===== config.mk =====
export PLATFORM = sky130hd
export DESIGN_NAME = monitor_event_scheduler
export DESIGN_NICKNAME = d
export VERILOG_FILES = /design/src/rtl/monitor_event_scheduler.sv
export SDC_FILE = /design/constraint.sdc
export NUM_CORES = 1
export LEC_CHECK = 0
export CAP_MARGIN = 5
export CORE_MARGIN = 8
export CORE_UTILIZATION = 45
export CTS_CLUSTER_DIAMETER = 120
export DETAILED_ROUTE_END_ITERATION = 12
export PLACE_DENSITY = 0.66
export SLEW_MARGIN = 20
export SYNTH_ARGS = -nofsm -noshare
export SYNTH_HDL_FRONTEND = slang
export SYNTH_SLANG_ARGS = --single-unit

===== constraint.sdc =====
create_clock -name clk -period 10.1 [get_ports clk]
set_input_delay 2.02 -clock clk [delete_from_list [all_inputs] [get_ports clk]]
set_output_delay 2.02 -clock clk [all_outputs]
set_load 0.05 [all_outputs]

===== src/rtl/monitor_event_scheduler.sv =====
// rtl/monitor_event_scheduler.sv - event FIFO and paced issue sequencer feeding the RTLola monitor
// Buffers events and issues them as one-cycle strobes at least EVAL_GAP cycles apart.
module monitor_event_scheduler #(
  parameter int DATA_W     = 64,
  parameter int FIFO_DEPTH = 4,
  parameter int EVAL_GAP   = 2,
  parameter int CNT_W      = 16
) (
  input  logic                          clk,
  input  logic                          rst,
  input  logic                          en,
  input  logic                          in_valid,
  output logic                          in_ready,
  input  logic [1:0]                    in_mask,
  input  logic [DATA_W-1:0]             in_data_0,
  input  logic [DATA_W-1:0]             in_data_1,
  output logic [DATA_W-1:0]             input_0,
  output logic                          new_input_0,
  output logic [DATA_W-1:0]             input_1,
  output logic                          new_input_1,
  output logic                          busy,
  output logic [$clog2(FIFO_DEPTH):0]   fifo_level,
  output logic [CNT_W-1:0]              issued_count,
  output logic [CNT_W-1:0]              dropped_count
);

  localparam int AW       = $clog2(FIFO_DEPTH);
  localparam int LVL_W    = AW + 1;
  localparam int GAP_LOAD = (EVAL_GAP >= 2) ? EVAL_GAP - 2 : 0;
  localparam int GAP_W    = (GAP_LOAD > 1) ? $clog2(GAP_LOAD + 1) : 1;

  typedef enum logic [1:0] {S_IDLE, S_ISSUE, S_GAP} state_t;

  state_t             r_state, w_state_nxt;
  logic [GAP_W-1:0]   r_gap_cnt, w_gap_nxt;
  logic               w_issue;

  logic [1:0]         r_mem_mask [FIFO_DEPTH];
  logic [DATA_W-1:0]  r_mem_d0   [FIFO_DEPTH];
  logic [DATA_W-1:0]  r_mem_d1   [FIFO_DEPTH];
  logic [AW-1:0]      r_wr_ptr, r_rd_ptr;
  logic [LVL_W-1:0]   r_level;

  logic [1:0]         r_strobe;
  logic [DATA_W-1:0]  r_data_0, r_data_1;
  logic [CNT_W-1:0]   r_issued, r_dropped;

  logic               w_full, w_empty, w_accept, w_push, w_drop;
  logic [1:0]         w_head_mask;
  logic [DATA_W-1:0]  w_head_d0, w_head_d1;

  assign w_full      = (r_level == LVL_W'(FIFO_DEPTH));
  assign w_empty     = (r_level == '0);
  // Gated by rst so the handshake is closed while reset is asserted.
  assign in_ready    = rst & en & ~w_full;
  assign w_accept    = in_valid & in_ready;
  assign w_push      = w_accept & (|in_mask);
  assign w_drop      = w_accept & ~(|in_mask);
  assign w_head_mask = r_mem_mask[r_rd_ptr];
  assign w_head_d0   = r_mem_d0[r_rd_ptr];
  assign w_head_d1   = r_mem_d1[r_rd_ptr];

  // w_issue marks the edge that enters ISSUE: pop, load data and raise strobes together.
  always_comb begin
    w_state_nxt = r_state;
    w_gap_nxt   = r_gap_cnt;
    w_issue     = 1'b0;
    if (en) begin
      case (r_state)
        S_IDLE: begin
          if (!w_empty) begin
            w_state_nxt = S_ISSUE;
            w_issue     = 1'b1;
          end
        end
        S_ISSUE: begin
          if (EVAL_GAP == 1) begin
            if (!w_empty) begin
              w_state_nxt = S_ISSUE;
              w_issue     = 1'b1;
            end else begin
              w_state_nxt = S_IDLE;
            end
          end else begin
            w_state_nxt = S_GAP;
            w_gap_nxt   = GAP_W'(GAP_LOAD);
          end
        end
        S_GAP: begin
          if (r_gap_cnt == '0) begin
            if (!w_empty) begin
              w_state_nxt = S_ISSUE;
              w_issue     = 1'b1;
            end else begin
              w_state_nxt = S_IDLE;
            end
          end else begin
            w_gap_nxt = r_gap_cnt - GAP_W'(1);
          end
        end
        default: w_state_nxt = S_IDLE;
      endcase
    end
  end

  always_ff @(posedge clk or negedge rst) begin
    if (!rst) begin
      r_state   <= S_IDLE;
      r_gap_cnt <= '0;
    end else begin
      r_state   <= w_state_nxt;
      r_gap_cnt <= w_gap_nxt;
    end
  end

  always_ff @(posedge clk) begin
    if (w_push) begin
      r_mem_mask[r_wr_ptr] <= in_mask;
      r_mem_d0[r_wr_ptr]   <= in_data_0;
      r_mem_d1[r_wr_ptr]   <= in_data_1;
    end
  end

  always_ff @(posedge clk or negedge rst) begin
    if (!rst) begin
      r_wr_ptr <= '0;
      r_rd_ptr <= '0;
      r_level  <= '0;
    end else begin
      if (w_push) r_wr_ptr <= r_wr_ptr + AW'(1);
      if (w_issue) r_rd_ptr <= r_rd_ptr + AW'(1);
      case ({w_push, w_issue})
        2'b10:   r_level <= r_level + LVL_W'(1);
        2'b01:   r_level <= r_level - LVL_W'(1);
        default: r_level <= r_level;
      endcase
    end
  end

  // Strobes hold through en=0 and are masked at the port, so a frozen ISSUE
  // still delivers its event exactly once while the monitor is enabled.
  always_ff @(posedge clk or negedge rst) begin
    if (!rst) begin
      r_strobe  <= 2'b00;
      r_data_0  <= '0;
      r_data_1  <= '0;
      r_issued  <= '0;
      r_dropped <= '0;
    end else begin
      if (en) r_strobe <= w_issue ? w_head_mask : 2'b00;
      if (w_issue) begin
        if (w_head_mask[0]) r_data_0 <= w_head_d0;
        if (w_head_mask[1]) r_data_1 <= w_head_d1;
        r_issued <= r_issued + CNT_W'(1);
      end
      if (w_drop) r_dropped <= r_dropped + CNT_W'(1);
    end
  end

  assign new_input_0   = r_strobe[0] & en;
  assign new_input_1   = r_strobe[1] & en;
  assign input_0       = r_data_0;
  assign input_1       = r_data_1;
  assign busy          = (r_state != S_IDLE) | ~w_empty;
  assign fifo_level    = r_level;
  assign issued_count  = r_issued;
  assign dropped_count = r_dropped;

endmodule


Word level (Yosys, flattened, before mapping)
Memory sizes are Yosys's and may differ from the RTL's. A register that Yosys moved wholly into a read port is not among the register bits. Cells that the tools add are included.

Add/subtract/negate cells: 7. Equality and inequality tests: 7. Muxes and demuxes: 14. Bitwise logic cells: 11. Reductions and logical operators: 12.

Operator list (count): 16-bit by 1-bit adder with 16-bit output, second input constant (2); 1-bit bitwise AND (7); 1-bit 2-to-1 mux (7); 2-bit 2-to-1 mux (3); 2-bit one-hot mux with 3 select lines (1); 3-bit one-hot mux with 2 select lines (1); 2-bit AND reduction (3); 2-bit nonzero test (3); 2-bit by 1-bit adder with 2-bit output, second input constant (2); 2-bit by 1-bit equality test with 1-bit output, second input constant (2); 2-bit equality test, second input constant (2); 2-bit != test, second input constant (2); 1-bit one-hot mux with 2 select lines (2); 3-bit by 1-bit adder with 3-bit output, second input constant (1); 3-bit equality test, second input constant (1); 3-bit logical NOT (1); 1-bit NOT (3); 3-bit AND reduction (1); 3-bit by 1-bit subtractor with 3-bit output, second input constant (1); 1-bit logical NOT (2); 2-bit logical NOT (1); 2-bit OR reduction (1); 1-bit OR (1); 1-bit subtractor, second input constant (1).

Bits in registers: 44. RAM bits: 520. Bits of input ports: 134. Output and inout port bits: 167. Logic and storage cells: 62. Memories: 3.

Memories: r_mem_d0 (words 4, bits a word 64, rd ports 1, clocked after Yosys merged registers in 1, wr ports 1, line 39) `logic [DATA_W-1:0] r_mem_d0 [FIFO_DEPTH];`; r_mem_d1 (words 4, bits a word 64, rd ports 1, clocked after Yosys merged registers in 1, wr ports 1, line 40) `logic [DATA_W-1:0] r_mem_d1 [FIFO_DEPTH];`; r_mem_mask (words 4, bits a word 2, rd ports 1, clocked after Yosys merged registers in 0, wr ports 1, line 38) `logic [1:0] r_mem_mask [FIFO_DEPTH];`.

Logic depth before layout (Yosys ltp)
Depth after elaboration: 7. Mapped depth: 9. Gate-level depth less buffers: 9.

Worst setup path after synthesis
No wires, ideal clock.

Path kind: input-to-reg. Start point: input port in_valid. End point: memory r_mem_d0[0][0] (enable). Setup time: 0.505 ns. Arrival time: 5.420 ns. Required time: 9.595 ns. Setup slack: 4.174 ns. Stages: 3. Buffers on the path: 0. Cell sequence: nand3_1 > nor2_1 > and3_1.

Cells in the longest elaborated chain, start to end: 4.

Ends and longest elaborated chain: start: declaration (line 12) `input logic in_valid,`; 1-bit bitwise AND (line 56) `assign w_accept = in_valid & in_ready;`; 1-bit bitwise AND (line 57) `assign w_push = w_accept & (|in_mask);`; 1-bit 2-to-1 mux (line 117) `if (w_push) begin`; 1-bit 2-to-1 mux (implied by the code) (line 119) `r_mem_d0[r_wr_ptr] <= in_data_0;`; end: declaration (line 39).

Every way passes these cells.

Final worst setup path
Start point: input port en. End point: output port new_input_0.

Cells in the longest elaborated chain, start to end: 1.

Ends and longest elaborated chain: start: declaration (line 11) `input logic en,`; 1-bit bitwise AND (line 160) `assign new_input_0 = r_strobe[0] & en;`; end: declaration (line 18) `output logic new_input_0,`.

Every way passes these cells.

==> impl.org <==
** Outcome
- Run status :: finished clean

** Floorplanning
- Top-Level Pins :: 301
- Die height :: 256 um
- The floorplan step defined a core boundary enclosing 57300 um2.
- The floorplan step set the die width to about 260 um.
- Area of the die :: around 65000 um2
- FP Rows :: around 90
- The initial utilization of the core area, before any placement, comes to 0.451.

** Clock network
- The number of clock buffers added by TritonCTS is 71.
- Number of setup buffers added after CTS :: 0
- CTS H-tree lvls :: 3
- No sink is reached through more buffers than the 3 on the longest clock path.
- TritonCTS clock tree :: built
- Root buffer cell :: sky130_fd_sc_hd__clkbuf_16
- Source-to-sink clock delay at the later pin of the worst-skew pair :: around 0.6 ns
- Number of gates resized after cts :: 0
- Counting every sink on the clock net gives about 700.
- After clock tree synthesis, the clock-pin slew on the worst setup and hold paths is 0.05 ns.
- Count of hold-fix buffers inserted at cts :: 0

** Pwr
- Power density normalized to cell area :: about 300 nW/um2
- For this design the total switching power over the nets is ~3.2 mW.
- Fraction of power consumed by combinational cells :: 0.341
- Worst supply voltage drop on vdd :: approximately 0.19 mV
- Summed over all cells, the static leakage comes to ~11 nW.
- The internal portion of the total power is around 6.5 mW.
- Of the total power, the share spent switching nets is 0.332.
- Power share of the sequential group :: 0.393
- Of the total power, the clock network draws 0.266.

** Synth
- By area the synthesized netlist is led by sky130_fd_sc_hd__edfxtp_1 (60%), sky130_fd_sc_hd__dfrtp_1 (17%), sky130_fd_sc_hd__mux4_2 (11%), sky130_fd_sc_hd__mux2_4 (5.7%), sky130_fd_sc_hd__mux2_2 (1.5%).
- Post-synth top area cell :: sky130_fd_sc_hd__edfxtp_1
- The number of nets handed over by synthesis was between 1000 and 1500.
- Post-Synthesis Cell Area :: 25800 um2
- Proportion of netlist area held by the largest area contributor :: 0.604
- Count of different cell masters after synthesis :: 33
- Synth Instances :: roughly 1100
- Proportion of synthesized chip area in sequential cells :: 0.770
- During synthesis, Yosys emitted a total of 0 warnings.
- Synthesized area per cell :: approximately 23 um2
- The synthesized design contains between 600 and 700 register bits.

** Placed design
- Once placement completed, the tool counted placed cells totaling about 2200.
- The wire-length estimate of the detail-placed layout is 32000 um.
- The congestion estimate from routability-driven global placement came to 0.743.
- The placed instances occupy a cell area of approximately 30000 um2.
- The count of buffers added on input and output ports is 300.
- Minimum setup slack after placement :: around 4.4 ns

** Route
- Summing over every cut layer, the via total after detailed routing is ~12000.
- After detailed routing, the average wire length per cell comes to 23.4 um.
- Wires add up to between 50000 and 60000 um.
- Once detail routing completed, the nets flagged for antenna violations numbered 0.
- The pre-antenna-repair detailed-routing pass consisted of 6 iterations.
- For this run, design rule violations remaining after detail routing come to 0.
- Vias per cell :: around 5.2
- After the first detailed-routing iteration, the DRC count stood at 723.

** Worst setup path
- Critical path required time :: 8.08 ns
- Measured in cells, the most critical reg-to-reg path has a length of 4.
- Along the worst path, the maximum fanout reaches 8.
- In this run the worst setup path begins at en.
- Crit path max-delay cell type :: sky130_fd_sc_hd__clkdlybuf4s50_1
- STA classifies the critical path endpoint as an output port.
- Cell-by-cell trace of the critical path :: clkdlybuf4s50_1 -> inv_2 -> nor2_1 -> clkdlybuf4s50_1
- The largest single stage delay on the critical path is just over 0.8 ns.
- Critical path type :: in2out
- The cell that appears most often on the critical path is sky130_fd_sc_hd__clkdlybuf4s50_1.
- The worst register-to-register path begins at r_rd_ptr[0]$_DFFE_PN0P_.
- Crit path launch type :: input pin
- STA puts the critical path data arrival time at approximately 3.7 ns.

** Flow run
- Max-capacitance violation count :: 0

** STA
- Min Clock Period, post-route :: 5.73 ns
- The clock arrives with 0.0191 ns of skew.
- Setup repair after global routing left no endpoint under its margin.
- Maximum operating frequency :: 175 MHz
- Worst-case headroom to the max-slew limit :: 0.328
- In the post-route analysis, the smallest setup slack over all paths is ~4.4 ns.
- Period utilization :: 0.567
- Final hold viol count :: 0
- For the pin with the worst max-slew slack, the measured transition is 1.01 ns.
- Count of final max-slew check failures :: 0
- Setup violations remaining at the end of the flow were counted as 0.
- Setup Total Neg Slack :: 0 ns

** Global routing
- The via count of the first global-routing pass is 13100.
- Largest net degree at the start of global routing :: 67
- After global routing the overflow that remains totals 0.
- The number of antenna violations at the first check in global routing is 9.
- For this run, the total global-route usage over all layers was measured as 0.164.
- Wire length of the first global-routing pass :: about 82000 um

** Layout
- The top cell types in the final layout, fill and taps aside, are sky130_fd_sc_hd__edfxtp_1 (520), sky130_fd_sc_hd__clkdlybuf4s50_1 (299), sky130_fd_sc_hd__dfrtp_1 (169).
- Summing all non-filler instances in the final layout gives an area of approximately 32000 um2.
- The area growth from synthesis to layout is 24.1%.
- The library cell used most frequently in the layout, excluding fill and tap cells, is sky130_fd_sc_hd__edfxtp_1.
- Leaving out filler cells and counting taps, the final layout contains 2300.
- Of the cells placed in the final design, the portion with a size suffix greater than 1 is 0.265.
- After the last flow step, the layout net total stands at 1611.

** Min path
- Cell depth of the worst min-delay path :: 1
- Class of the tightest hold or removal check :: reg2reg
- In this run the most critical hold path is launched from dropped_count[15]$_DFFE_PN0P_.
-- Yosys cell counts, drive strengths merged --
cell,count
edfxtp,520
dfrtp,171
mux2,132
mux4,130
buf,30
xnor2,25
clkbuf,16
nand2,15
nand3,11
xor2,11
and3,9
inv,8
ha,7
nand4,7
nor2,7
and4,6
nor3,6
nor4,3
o21ai,3
and2,2
a21o,1
fa,1
nand4b,1
nor3b,1
nor4b,1
or2,1
-- state kept, by name, summed over array words and instances, names as in the netlist --
register / cells
r_mem_d1: 256
r_strobe: 2
input_1: 64
issued_count: 16
r_mem_d0: 256
r_state: 2
r_wr_ptr: 2
dropped_count: 16
input_0: 64
r_mem_mask: 8
r_rd_ptr: 2
fifo_level: 3
-- area by class of cell --
cell class / count / area, um2
inverter: 8 / 30.0
tap: 765 / 957
antenna: 7 / 17.5
timing repair buffer: 317 / 3130
clock buffer: 95 / 2020
sequential: 691 / 19900
multi-input combinational: 380 / 5670
clock inverter: 37 / 320
fill: 4378 / 25200
-- through the flow --
stage / total power, mW / util / hold slack [ns]
finish: 9.72 / 0.560 / 0.465
global route: 10.1 / 0.560 / 0.494
CTS: 9.87 / 0.560 / 0.474
detailed placement: 7.25 / 0.519 / 0.465
global placement: 7.22 / 0.519 / 0.463
floorplan: 6.17 / - / 0.491
-- power groups by stage --
stage                     logic [mW]  registers, mW  clock network [mW]
final                           3.32           3.82                2.59
after global routing            3.49           3.87                2.77
after CTS                       3.38           3.83                2.66
after detailed placement        3.38           3.87                   0
after global placement          3.34           3.87                   0
after floorplan                 1.45           4.72                   0
-- critical path: cells and delay by family --
kind                   cells  cell delay [ns]
buffers and inverters      3             1.56
and+or+nand+nor            1             0.13
-- routing by layer --
metal | wire, um | global-route usage | up-vias | share of wire
li1 | - | - | 5233 | -
met1 | 22800 | 0.215 | 6315 | 0.42
met2 | 26800 | 0.267 | 277 | 0.50
met3 | 2930 | 0.0406 | 71 | 0.054
met4 | 1200 | 0.0585 | 4 | 0.022
met5 | 31 | 0 | - | 0.00058
-- cell families after synthesis --
kind of cell	count (synthesis)	share of synthesized area
multiplexers	262	0.185
XOR/XNOR	36	0.0122
buffers and inverters	54	0.0119
adder cells (fa/ha/maj)	8	0.00416
flip-flops	691	0.770
AO/OA/AOI/OAI	4	0.000872
AND/OR/NAND/NOR	70	0.0159
-- path summary, 6_finish.rpt --
| path | endpoint | slack, ns |
|---|---|---|
| setup / recovery | new_input_0 | 4.37 |
| hold / removal | dropped_count[15]$_DFFE_PN0P_ | 0.46 |
| setup reg to reg | input_1[1]$_DFFE_PN0P_ | 6.95 |
| hold reg to reg | dropped_count[15]$_DFFE_PN0P_ | 0.46 |
| max in group asynchronous | input_1[23]$_DFFE_PN0P_ | 7.26 |
| min in group asynchronous | input_0[38]$_DFFE_PN0P_ | 1.42 |
No activity file was read; power rests on OpenSTA's default activity.
